File: config.mk
export PLATFORM = sky130hd
export DESIGN_NAME = mem_access_unit
export DESIGN_NICKNAME = d
export VERILOG_FILES = /design/src/rtl/mem_access_unit_pkg.sv /design/src/rtl/mem_lane_align.sv /design/src/rtl/mem_access_unit.sv
export SDC_FILE = /design/constraint.sdc
export NUM_CORES = 1
export LEC_CHECK = 0
export CORE_MARGIN = 2
export CORE_UTILIZATION = 45
export CTS_CLUSTER_DIAMETER = 80
export DETAILED_ROUTE_END_ITERATION = 6
export PLACE_DENSITY = 0.81
export SLEW_MARGIN = 20
export SYNTH_ARGS = -nofsm -noshare
export SYNTH_HDL_FRONTEND = slang
export SYNTH_SLANG_ARGS = --single-unit
export TNS_END_PERCENT = 100
File: constraint.sdc
create_clock -name clk -period 2.8 [get_ports clk]
set_input_delay 0.56 -clock clk [delete_from_list [all_inputs] [get_ports clk]]
set_output_delay 0.56 -clock clk [all_outputs]
set_load 0.02 [all_outputs]
File: src/rtl/mem_access_unit_pkg.sv
// Shared encodings for the MEM-stage access controller: op codes, bus
// polarities and FSM states.
package mem_access_unit_pkg;

  // Codes 1 and 2 keep the legacy word-only encodings.
  typedef enum logic [3:0] {
    OP_NOP  = 4'd0,
    OP_LDW  = 4'd1,
    OP_STW  = 4'd2,
    OP_LDB  = 4'd3,
    OP_LDBU = 4'd4,
    OP_LDH  = 4'd5,
    OP_LDHU = 4'd6,
    OP_STB  = 4'd7,
    OP_STH  = 4'd8
  } mem_op_e;

  typedef enum logic [1:0] {
    SZ_BYTE = 2'd0,
    SZ_HALF = 2'd1,
    SZ_WORD = 2'd2
  } acc_size_e;

  typedef enum logic {
    IDLE = 1'b0,
    BUS  = 1'b1
  } state_e;

  localparam logic READ     = 1'b1;
  localparam logic WRITE    = 1'b0;
  localparam logic ENABLE_  = 1'b0;
  localparam logic DISABLE_ = 1'b1;

endpackage

File: src/rtl/mem_lane_align.sv
// Combinational lane logic: op decode, misalignment check, store lane
// replication with byte enables, and load lane select with extension.
module mem_lane_align
  import mem_access_unit_pkg::*;
#(
  parameter  int DATA_W = 32,
  localparam int BE_W   = DATA_W / 8,
  localparam int OFF_W  = $clog2(BE_W)
) (
  input  logic [3:0]        op,
  input  logic [OFF_W-1:0]  offset,
  input  logic [DATA_W-1:0] st_data,
  input  logic [DATA_W-1:0] rd_data,
  output logic              is_mem,
  output logic              is_load,
  output logic              misaligned,
  output logic [BE_W-1:0]   be_,
  output logic [DATA_W-1:0] wr_data,
  output logic [DATA_W-1:0] ld_data
);

  acc_size_e         size;
  logic              sext;
  logic              sign_bit;
  logic              bad_off;
  logic [BE_W-1:0]   be_mask;
  logic [DATA_W-1:0] shifted;
  logic [DATA_W-1:0] keep_mask;

  always_comb begin
    is_mem  = 1'b1;
    is_load = 1'b0;
    sext    = 1'b0;
    size    = SZ_WORD;
    case (op)
      OP_LDB:  begin is_load = 1'b1; size = SZ_BYTE; sext = 1'b1; end
      OP_LDBU: begin is_load = 1'b1; size = SZ_BYTE; end
      OP_LDH:  begin is_load = 1'b1; size = SZ_HALF; sext = 1'b1; end
      OP_LDHU: begin is_load = 1'b1; size = SZ_HALF; end
      OP_LDW:  is_load = 1'b1;
      OP_STB:  size = SZ_BYTE;
      OP_STH:  size = SZ_HALF;
      OP_STW:  size = SZ_WORD;
      default: is_mem = 1'b0;
    endcase
  end

  // Shifting the read data down by the byte offset puts the addressed lane at bit 0.
  always_comb begin
    shifted   = rd_data >> {offset, 3'b000};
    keep_mask = DATA_W'(32'hFFFF_FFFF);
    sign_bit  = 1'b0;
    wr_data   = st_data;
    be_mask   = BE_W'(4'hF) << offset;
    bad_off   = |offset[1:0];
    case (size)
      SZ_BYTE: begin
        keep_mask = DATA_W'(8'hFF);
        sign_bit  = shifted[7];
        wr_data   = {BE_W{st_data[7:0]}};
        be_mask   = BE_W'(1'b1) << offset;
        bad_off   = 1'b0;
      end
      SZ_HALF: begin
        keep_mask = DATA_W'(16'hFFFF);
        sign_bit  = shifted[15];
        wr_data   = {(BE_W/2){st_data[15:0]}};
        be_mask   = BE_W'(2'b11) << offset;
        bad_off   = offset[0];
      end
      default: begin
        wr_data = {(BE_W/4){st_data[31:0]}};
      end
    endcase
    misaligned = is_mem & bad_off;
    be_        = ~be_mask;
    ld_data    = (shifted & keep_mask) | ((sext & sign_bit) ? ~keep_mask : '0);
  end

endmodule

File: src/rtl/mem_access_unit.sv
// MEM-stage access controller with wait-state bus handshake and MEM/WB result
// register. Optional bus timeout enabled by defining MEM_BUS_TIMEOUT_EN.
//
// state | meaning
// IDLE  | no access outstanding; passthrough or accept a new request
// BUS   | request on the bus, waiting for rdy_ (or timeout)
module mem_access_unit
  import mem_access_unit_pkg::*;
#(
  parameter  int DATA_W      = 32,
  parameter  int ADDR_W      = 30,
  parameter  int TIMEOUT_CYC = 255,
  localparam int BE_W        = DATA_W / 8,
  localparam int OFF_W       = $clog2(BE_W)
) (
  input  logic                    clk,
  input  logic                    reset_,
  input  logic                    ex_en,
  input  logic [3:0]              ex_mem_op,
  input  logic [DATA_W-1:0]       ex_mem_wr_data,
  input  logic [ADDR_W+OFF_W-1:0] ex_out,
  input  logic                    flush,
  input  logic [DATA_W-1:0]       rd_data,
  input  logic                    rdy_,
  output logic [ADDR_W-1:0]       addr,
  output logic                    as_,
  output logic                    rw,
  output logic [BE_W-1:0]         be_,
  output logic [DATA_W-1:0]       wr_data,
  output logic                    stall,
  output logic [DATA_W-1:0]       mem_out,
  output logic                    mem_en,
  output logic                    miss_align,
  output logic                    bus_err
);

  state_e            state_q, state_d;
  logic [3:0]        op_q;
  logic [OFF_W-1:0]  off_q;
  logic              dropped_q;
  logic [3:0]        op_sel;
  logic [OFF_W-1:0]  off_sel;
  logic              al_is_mem, al_is_load, al_mis;
  logic [BE_W-1:0]   al_be_;
  logic [DATA_W-1:0] al_wr_data, al_ld_data;
  logic              accept, complete, timeout, tmo_hit;

  // While on the bus, lane select must follow the accepted op, not EX/MEM.
  assign op_sel  = (state_q == BUS) ? op_q  : ex_mem_op;
  assign off_sel = (state_q == BUS) ? off_q : ex_out[OFF_W-1:0];

  mem_lane_align #(.DATA_W(DATA_W)) u_align (
    .op         (op_sel),
    .offset     (off_sel),
    .st_data    (ex_mem_wr_data),
    .rd_data    (rd_data),
    .is_mem     (al_is_mem),
    .is_load    (al_is_load),
    .misaligned (al_mis),
    .be_        (al_be_),
    .wr_data    (al_wr_data),
    .ld_data    (al_ld_data)
  );

`ifdef MEM_BUS_TIMEOUT_EN
  localparam int CNT_W = $clog2(TIMEOUT_CYC + 1);
  logic [CNT_W-1:0] wait_cnt;

  always_ff @(posedge clk or negedge reset_) begin
    if (!reset_)                                wait_cnt <= '0;
    else if (accept)                            wait_cnt <= CNT_W'(TIMEOUT_CYC - 1);
    else if (state_q == BUS && wait_cnt != '0)  wait_cnt <= wait_cnt - CNT_W'(1);
  end

  assign tmo_hit = (wait_cnt == '0);
`else
  assign tmo_hit = 1'b0;
`endif

  always_ff @(posedge clk or negedge reset_) begin
    if (!reset_) state_q <= IDLE;
    else         state_q <= state_d;
  end

  always_comb begin
    state_d  = state_q;
    accept   = 1'b0;
    complete = 1'b0;
    timeout  = 1'b0;
    stall    = 1'b0;
    case (state_q)
      IDLE: begin
        if (ex_en && !flush && al_is_mem && !al_mis) begin
          accept  = 1'b1;
          stall   = 1'b1;
          state_d = BUS;
        end
      end
      BUS: begin
        if (!rdy_) begin
          complete = 1'b1;
          state_d  = IDLE;
        end else if (tmo_hit) begin
          timeout = 1'b1;
          state_d = IDLE;
        end else begin
          stall = 1'b1;
        end
      end
      default: state_d = IDLE;
    endcase
  end

  always_ff @(posedge clk or negedge reset_) begin
    if (!reset_) begin
      addr       <= '0;
      as_        <= DISABLE_;
      rw         <= READ;
      be_        <= '1;
      wr_data    <= '0;
      mem_out    <= '0;
      mem_en     <= 1'b0;
      miss_align <= 1'b0;
      bus_err    <= 1'b0;
      op_q       <= OP_NOP;
      off_q      <= '0;
      dropped_q  <= 1'b0;
    end else begin
      miss_align <= 1'b0;
      bus_err    <= 1'b0;
      mem_en     <= 1'b0;
      if (state_q == IDLE) begin
        if (!ex_en || !al_is_mem) begin
          mem_out <= DATA_W'(ex_out);
          mem_en  <= ex_en & ~flush;
        end else if (!flush && al_mis) begin
          miss_align <= 1'b1;
        end else if (accept) begin
          addr      <= ex_out[ADDR_W+OFF_W-1:OFF_W];
          as_       <= ENABLE_;
          rw        <= al_is_load ? READ : WRITE;
          be_       <= al_be_;
          wr_data   <= al_wr_data;
          op_q      <= ex_mem_op;
          off_q     <= ex_out[OFF_W-1:0];
          dropped_q <= 1'b0;
        end
      end else begin
        dropped_q <= dropped_q | flush;
        if (complete || timeout) begin
          as_       <= DISABLE_;
          be_       <= '1;
          dropped_q <= 1'b0;
        end
        if (complete) begin
          mem_out <= al_is_load ? al_ld_data : '0;
          mem_en  <= ~(dropped_q | flush);
        end
        if (timeout) bus_err <= 1'b1;
      end
    end
  end

endmodule

# Yosys cells after proc, flatten, opt, wreduce, memory -nomap -nowiden
# Cells that the tools add are included.
[op_classes] n_eq_ne=12 n_shift=4 n_mux=41 bitwise=13 reduce_logical=22
[op_table] operator="32-bit 2-to-1 mux" n=5
[op_table] operator="32-bit case mux with 2 select lines" n=2
[op_table] operator="32-bit AND" n=1
[op_table] operator="32-bit NOT" n=1
[op_table] operator="32-bit bitwise OR" n=1
[op_table] operator="32-bit by 5-bit >> shifter with 32-bit output" n=1
[op_table] operator="4-bit 2-to-1 mux" n=6
[op_table] operator="1-bit 2-to-1 mux" n=22
[op_table] operator="4-bit by 3-bit equality test with 1-bit output (second input constant)" n=4
[op_table] operator="4-bit by 2-bit equality test with 1-bit output (second input constant)" n=2
[op_table] operator="4-bit case mux with 2 select lines" n=1
[op_table] operator="4-bit AND reduction" n=2
[op_table] operator="8-bit OR reduction" n=1
[op_table] operator="1-bit case mux with 2 select lines" n=3
[op_table] operator="3-bit OR reduction" n=2
[op_table] operator="1-bit NOT" n=5
[op_table] operator="5-bit OR reduction" n=1
[op_table] operator="4-bit by 1-bit equality test with 1-bit output (second input constant)" n=1
[op_table] operator="4-bit equality test (second input constant)" n=1
[op_table] operator="1-bit logical AND" n=4
[op_table] operator="1-bit zero test" n=4
[op_table] operator="2-bit != test (second input constant)" n=2
[op_table] operator="4-bit NOT" n=1
[op_table] operator="2-bit case mux with 2 select lines" n=1
[op_table] operator="14 further kinds" n=18
[word_totals] regBits=110 input_bits=105 output_inout_bits=104 elab_cells=104

# Depth between registers and ports, before layout
[depth] word_depth=15 depth_mapped=11 depth_no_buf=6

# Modules after synthesis
# From an unflattened synthesis, not the netlist that was laid out.
[unflattened] hier_cells=463 area_unflattened_um2=5806.8
[modules_own_cells] module="mem_access_unit" n_inst=1 cells_each=297 area_each_um2=4555.6 seq_area_each_um2=2760.1
[modules_own_cells] module="mem_lane_align" n_inst=1 cells_each=166 area_each_um2=1251.2 seq_area_each_um2=0.0

# Worst setup path after synthesis
# OpenSTA, ideal clock, no wires.
[synth_path] path_kind="input -> output" startpoint="in ex_out[1]" endpoint="out stall" arrival_ns=2.236 t_required_ns=2.240 path_slack_ns=0.004 path_stages=9 cell_sequence="clkbuf_1 -> nor3_1 -> a21o_1 -> clkbuf_1 -> o311a_1 -> buf_2 -> buf_4 -> buf_6 -> nand2b_1"
[synth_between] elab_chain_len=8
[synth_rtl] element="start: declaration" line="mem_access_unit.sv:21" rtl="input logic [ADDR_W+OFF_W-1:0] ex_out,"
[synth_rtl] element="2-bit 2-to-1 mux" line="mem_access_unit.sv:50" rtl="assign off_sel = (state_q == BUS) ? off_q : ex_out[OFF_W-1:0];"
[synth_rtl] element="2-bit OR reduction" line="mem_lane_align.sv:55" rtl="bad_off = |offset[1:0];"
[synth_rtl] element="1-bit case mux with 2 select lines" line="mem_lane_align.sv:56" rtl="case (size)"
[synth_rtl] element="1-bit AND" line="mem_lane_align.sv:75" rtl="misaligned = is_mem & bad_off;"
[synth_rtl] element="1-bit zero test" line="mem_access_unit.sv:93" rtl="if (ex_en && !flush && al_is_mem && !al_mis) begin"
[synth_rtl] element="1-bit logical AND" line="mem_access_unit.sv:93"
[synth_rtl] element="1-bit 2-to-1 mux" line="mem_access_unit.sv:93"
[synth_rtl] element="1-bit case mux with 2 select lines" line="mem_access_unit.sv:91" rtl="case (state_q)"
[synth_rtl] element="end: declaration" line="mem_access_unit.sv:30" rtl="output logic stall,"
# No other way between the ends.

# Worst setup path in the final report
[layout_path] startpoint="reg state_q" endpoint="out stall"
[layout_between] elab_chain_len=11 elab_cells_between_ends=26 cone_classes="9 x eq/ne; 7 x mux; 2 x bitwise; 8 x reduce/logical"
[layout_rtl] element="start: declaration" line="mem_access_unit.sv:37" rtl="state_e state_q, state_d;"
[layout_rtl] element="start signal: assignment" line="mem_access_unit.sv:82" rtl="else state_q <= state_d;"
[layout_rtl] element="4-bit 2-to-1 mux" line="mem_access_unit.sv:49" rtl="assign op_sel = (state_q == BUS) ? op_q : ex_mem_op;"
[layout_rtl] element="4-bit by 3-bit equality test with 1-bit output, or another cell as far along" line="mem_lane_align.sv:35" rtl="case (op)"
[layout_rtl] element="3-bit OR reduction (no line)"
[layout_rtl] element="2-bit case mux with 2 select lines" line="mem_lane_align.sv:35"
[layout_rtl] element="2-bit by 1-bit equality test with 1-bit output / 2-bit zero test (equally long branches)" line="mem_lane_align.sv:56"
[layout_rtl] element="1-bit case mux with 2 select lines" line="mem_lane_align.sv:56"
[layout_rtl] element="1-bit AND" line="mem_lane_align.sv:75"
[layout_rtl] element="1-bit zero test" line="mem_access_unit.sv:93"
[layout_rtl] element="1-bit logical AND" line="mem_access_unit.sv:93"
[layout_rtl] element="1-bit 2-to-1 mux" line="mem_access_unit.sv:93"
[layout_rtl] element="1-bit case mux with 2 select lines (*)" line="mem_access_unit.sv:91"
# Every way passes the cells marked *; elsewhere a longest branch is shown, timed or not.

==> reports/summary.txt <==
Final hold vios = 0
Gr usage total = 28.1%
Clock Skew = 0.00852 ns
Synthesized flop and latch total = 110
Clock Tree Buf Depth = 2
Hold Path Class = in2async
Crit path kind = reg2out
Starting Density = 46.2%
Clk pin slew, worst setup/hold paths = 0.07 ns
CP Launch Type = register
WP data arrival = 2.15 ns
WHS = 0.133 ns
Slew @ Worst Pin = 0.496 ns
Final wirelength = 18,400 um
Die height = 115 um
CP Max Fanout = 5
Ant diodes = 0
Maximum vdd ir drop = 535 uV
Vias in the first global route = 5,431
H-tree Lvls = 3
Syn_nets = 657
CTS sink cnt = 110
DR vias = 5,396
GR Overflow Total = 0
Static leakage = 0.00351 uW
Final GP Congestion = 0.943
Final Cycle Share = 96.9%
# rows = 40
Final #Nets = 882
Critical path endpoint category = primary output
Fin cells = 949
RR Startpoint = state_q$_DFF_PN0_
Post-route DRC = 0
Proportion of synthesized area in mux cells = 15.6%
Flop-to-flop setup slack = 0.16 ns
I/O pin cnt = 209
Num CTS Buffers = 9
Mapped cell area = 5570 um2
Post-layout util = 70.0%
Clk Latency, worst-skew pair = 0.35 ns
Yosys warning total = 0
Cells after Synth = 552
Number of port buffers = 207
Ys async rst share = 100%
Predominant post-synthesis flop cell = dfrtp_1
Clock root buffer = clkbuf_16
Max_slew headroom = 66.7%
R2R cell count = 9
Share of layout cells above drive strength 1 = 18.6%
Cell area power density = 977 nW/um2
Largest net degree at the start of global routing = 68
Area grow syn2layout = 51.8%
Adder-Cell Fraction of Synth Area = 0%
Number of iterations in the first detailed-routing pass = 7
EDFF count, synth = 0
Final setup vio count = 0
Compound-gate portion of the synthesized area = 17.0%
Max-slew violation count = 0
Antenna violations before repair = 0
Post-DRT Antenna Nets = 0
RSZ-0062 raised after global routing = no
FMAX = 369 MHz
Critical R2R Capture = addr[8]$_DFFE_PN0P_
Largest family of logic cells by synthesized area = compound AO/OA/AOI/OAI gates
Max cap viols = 0
Library cells used by synthesis = 48
Tmin final = 2.71 ns
Initial DRC Count = 454
Die W = 115 um
Post-Synth XOR/XNOR Area = 0.787%
Seq/Total Area, Yosys = 49.6%
CTS tree = done
Core ar. = 12,100 um2
Req. time, crit path = 2.24 ns
Global-route wire length before repair = 28,800 um
Placed cell count = 932
Synthesized area per cell = 10.1 um2
Status = completed
Vias per cell = 5.69
Post-Synth Simple-Gate Area = 12.9%
WL per Instance = 19.3 um
Hpwl dp = 13,800 um
Die area = 13,300 um2
per-layer routing:
metal	share of wire, %	up-vias	wire length (um)	global-route usage [%]
li1	-	2450	-	-
met1	39	2635	7220	35.5
met3	7.1	55	1300	6.06
met2	50	256	9110	46.1
met4	4.0	0	728	13.7
met5	0	-	0	0
worst max-delay path: stages, from the launching register on:
cell,delay [ns]
dfrtp_1,0.40
buf_4,0.14
buf_4,0.16
mux2_4,0.31
o211ai_1,0.10
o21ai_2,0.10
o311a_4,0.32
nand2b_4,0.15
buf_6,0.13
Yosys cell counts, drive strengths merged (4+ instances only):
cell / instances / area share [%]
clkbuf: 25 / 1.7
a221oi: 15 / 2.4
dfstp: 6 / 2.8
dfrtp: 104 / 47
mux2: 57 / 12
o22ai: 18 / 2.1
buf: 19 / 2.2
nand2b: 4 / 0.45
a222oi: 8 / 1.4
a31oi: 9 / 1.0
o21ai: 11 / 0.99
nor2: 69 / 4.7
mux2i: 21 / 4.0
o211ai: 9 / 1.2
nand2: 68 / 4.6
nand3: 10 / 0.99
a21oi: 57 / 5.2
nor3: 11 / 1.1
area by class of cell:
| cell class | count | area [um2] |
|---|---|---|
| Clock buffer | 11 | 243 |
| Clock inverter | 4 | 55.1 |
| Fill cell | 905 | 3610 |
| Inverter | 2 | 7.51 |
| Multi-Input combinational cell | 396 | 2650 |
| Sequential cell | 110 | 2760 |
| Tap cell | 168 | 210 |
| Timing Repair Buffer | 258 | 2530 |
power breakdown:
group / switching [uW] / total [uW] / internal [uW]
logic: 2160 / 4250 / 2080
registers: 431 / 2730 / 2300
clock network: 567 / 1290 / 719
cell families after synthesis:
kind of cell	Yosys count
other	1
muxes	78
xor gates and xnor gates	5
DFF	110
buffers and inverters	46
AOI/OAI and AO/OA	142
and+or+nand+nor	170
worst max path at each step:
| stage | from | to | slack, ns | cells past startpoint |
|---|---|---|---|---|
| 6_report | state_q$_DFF_PN0_ | stall | 0.09 | 8 |
| 5_1_grt | state_q$_DFF_PN0_ | stall | 0.01 | 8 |
| 4_1_cts | state_q$_DFF_PN0_ | stall | 0.009 | 8 |
| 3_5_place_dp | ex_mem_op[0] | stall | -0.54 | 7 |
| 3_3_place_gp | ex_mem_op[0] | stall | -0.50 | 7 |
| 2_1_floorplan | ex_out[1] | stall | 0.004 | 9 |
cells in the final DEF (no fill, tap or decap), types with 15 or more instances in the layout:
cell type / n
a21oi_1: 55
a221oi_1: 15
buf_4: 45
clkdlybuf4s50_1: 201
dfrtp_1: 104
mux2_2: 56
mux2i_1: 19
nand2_1: 68
nor2_1: 69
o22ai_1: 17
state kept, by name, summed over array words and instances (netlist names):
signal / count
miss_align: 1
mem_out: 32
off_q: 2
mem_en: 1
wr_data: 32
addr: 30
as_: 1
op_q: 4
be_: 4
rw: 1
dropped_q: 1
state_q: 1
stage by stage:
stage	worst slack, ns	total power [uW]	cell area, um2	TNS (ns)
final	0.0870	8260	8450	0
after global routing	0.0103	8690	8450	0
after CTS	0.00905	8270	8400	0
after detailed placement	-0.545	6960	8100	-23.69
after global placement	-0.497	6810	8100	-18.87
after floorplan	0.00441	4810	5570	0
repair_timing:
item	in CTS	in global routing
endpoints found under the setup margin	42	42
hold buffers	0	0
pin swaps	0	3
gates cloned	0	0
gates resized for setup	10	7
setup buffers	0	2
(Power assumes the default switching activity.)
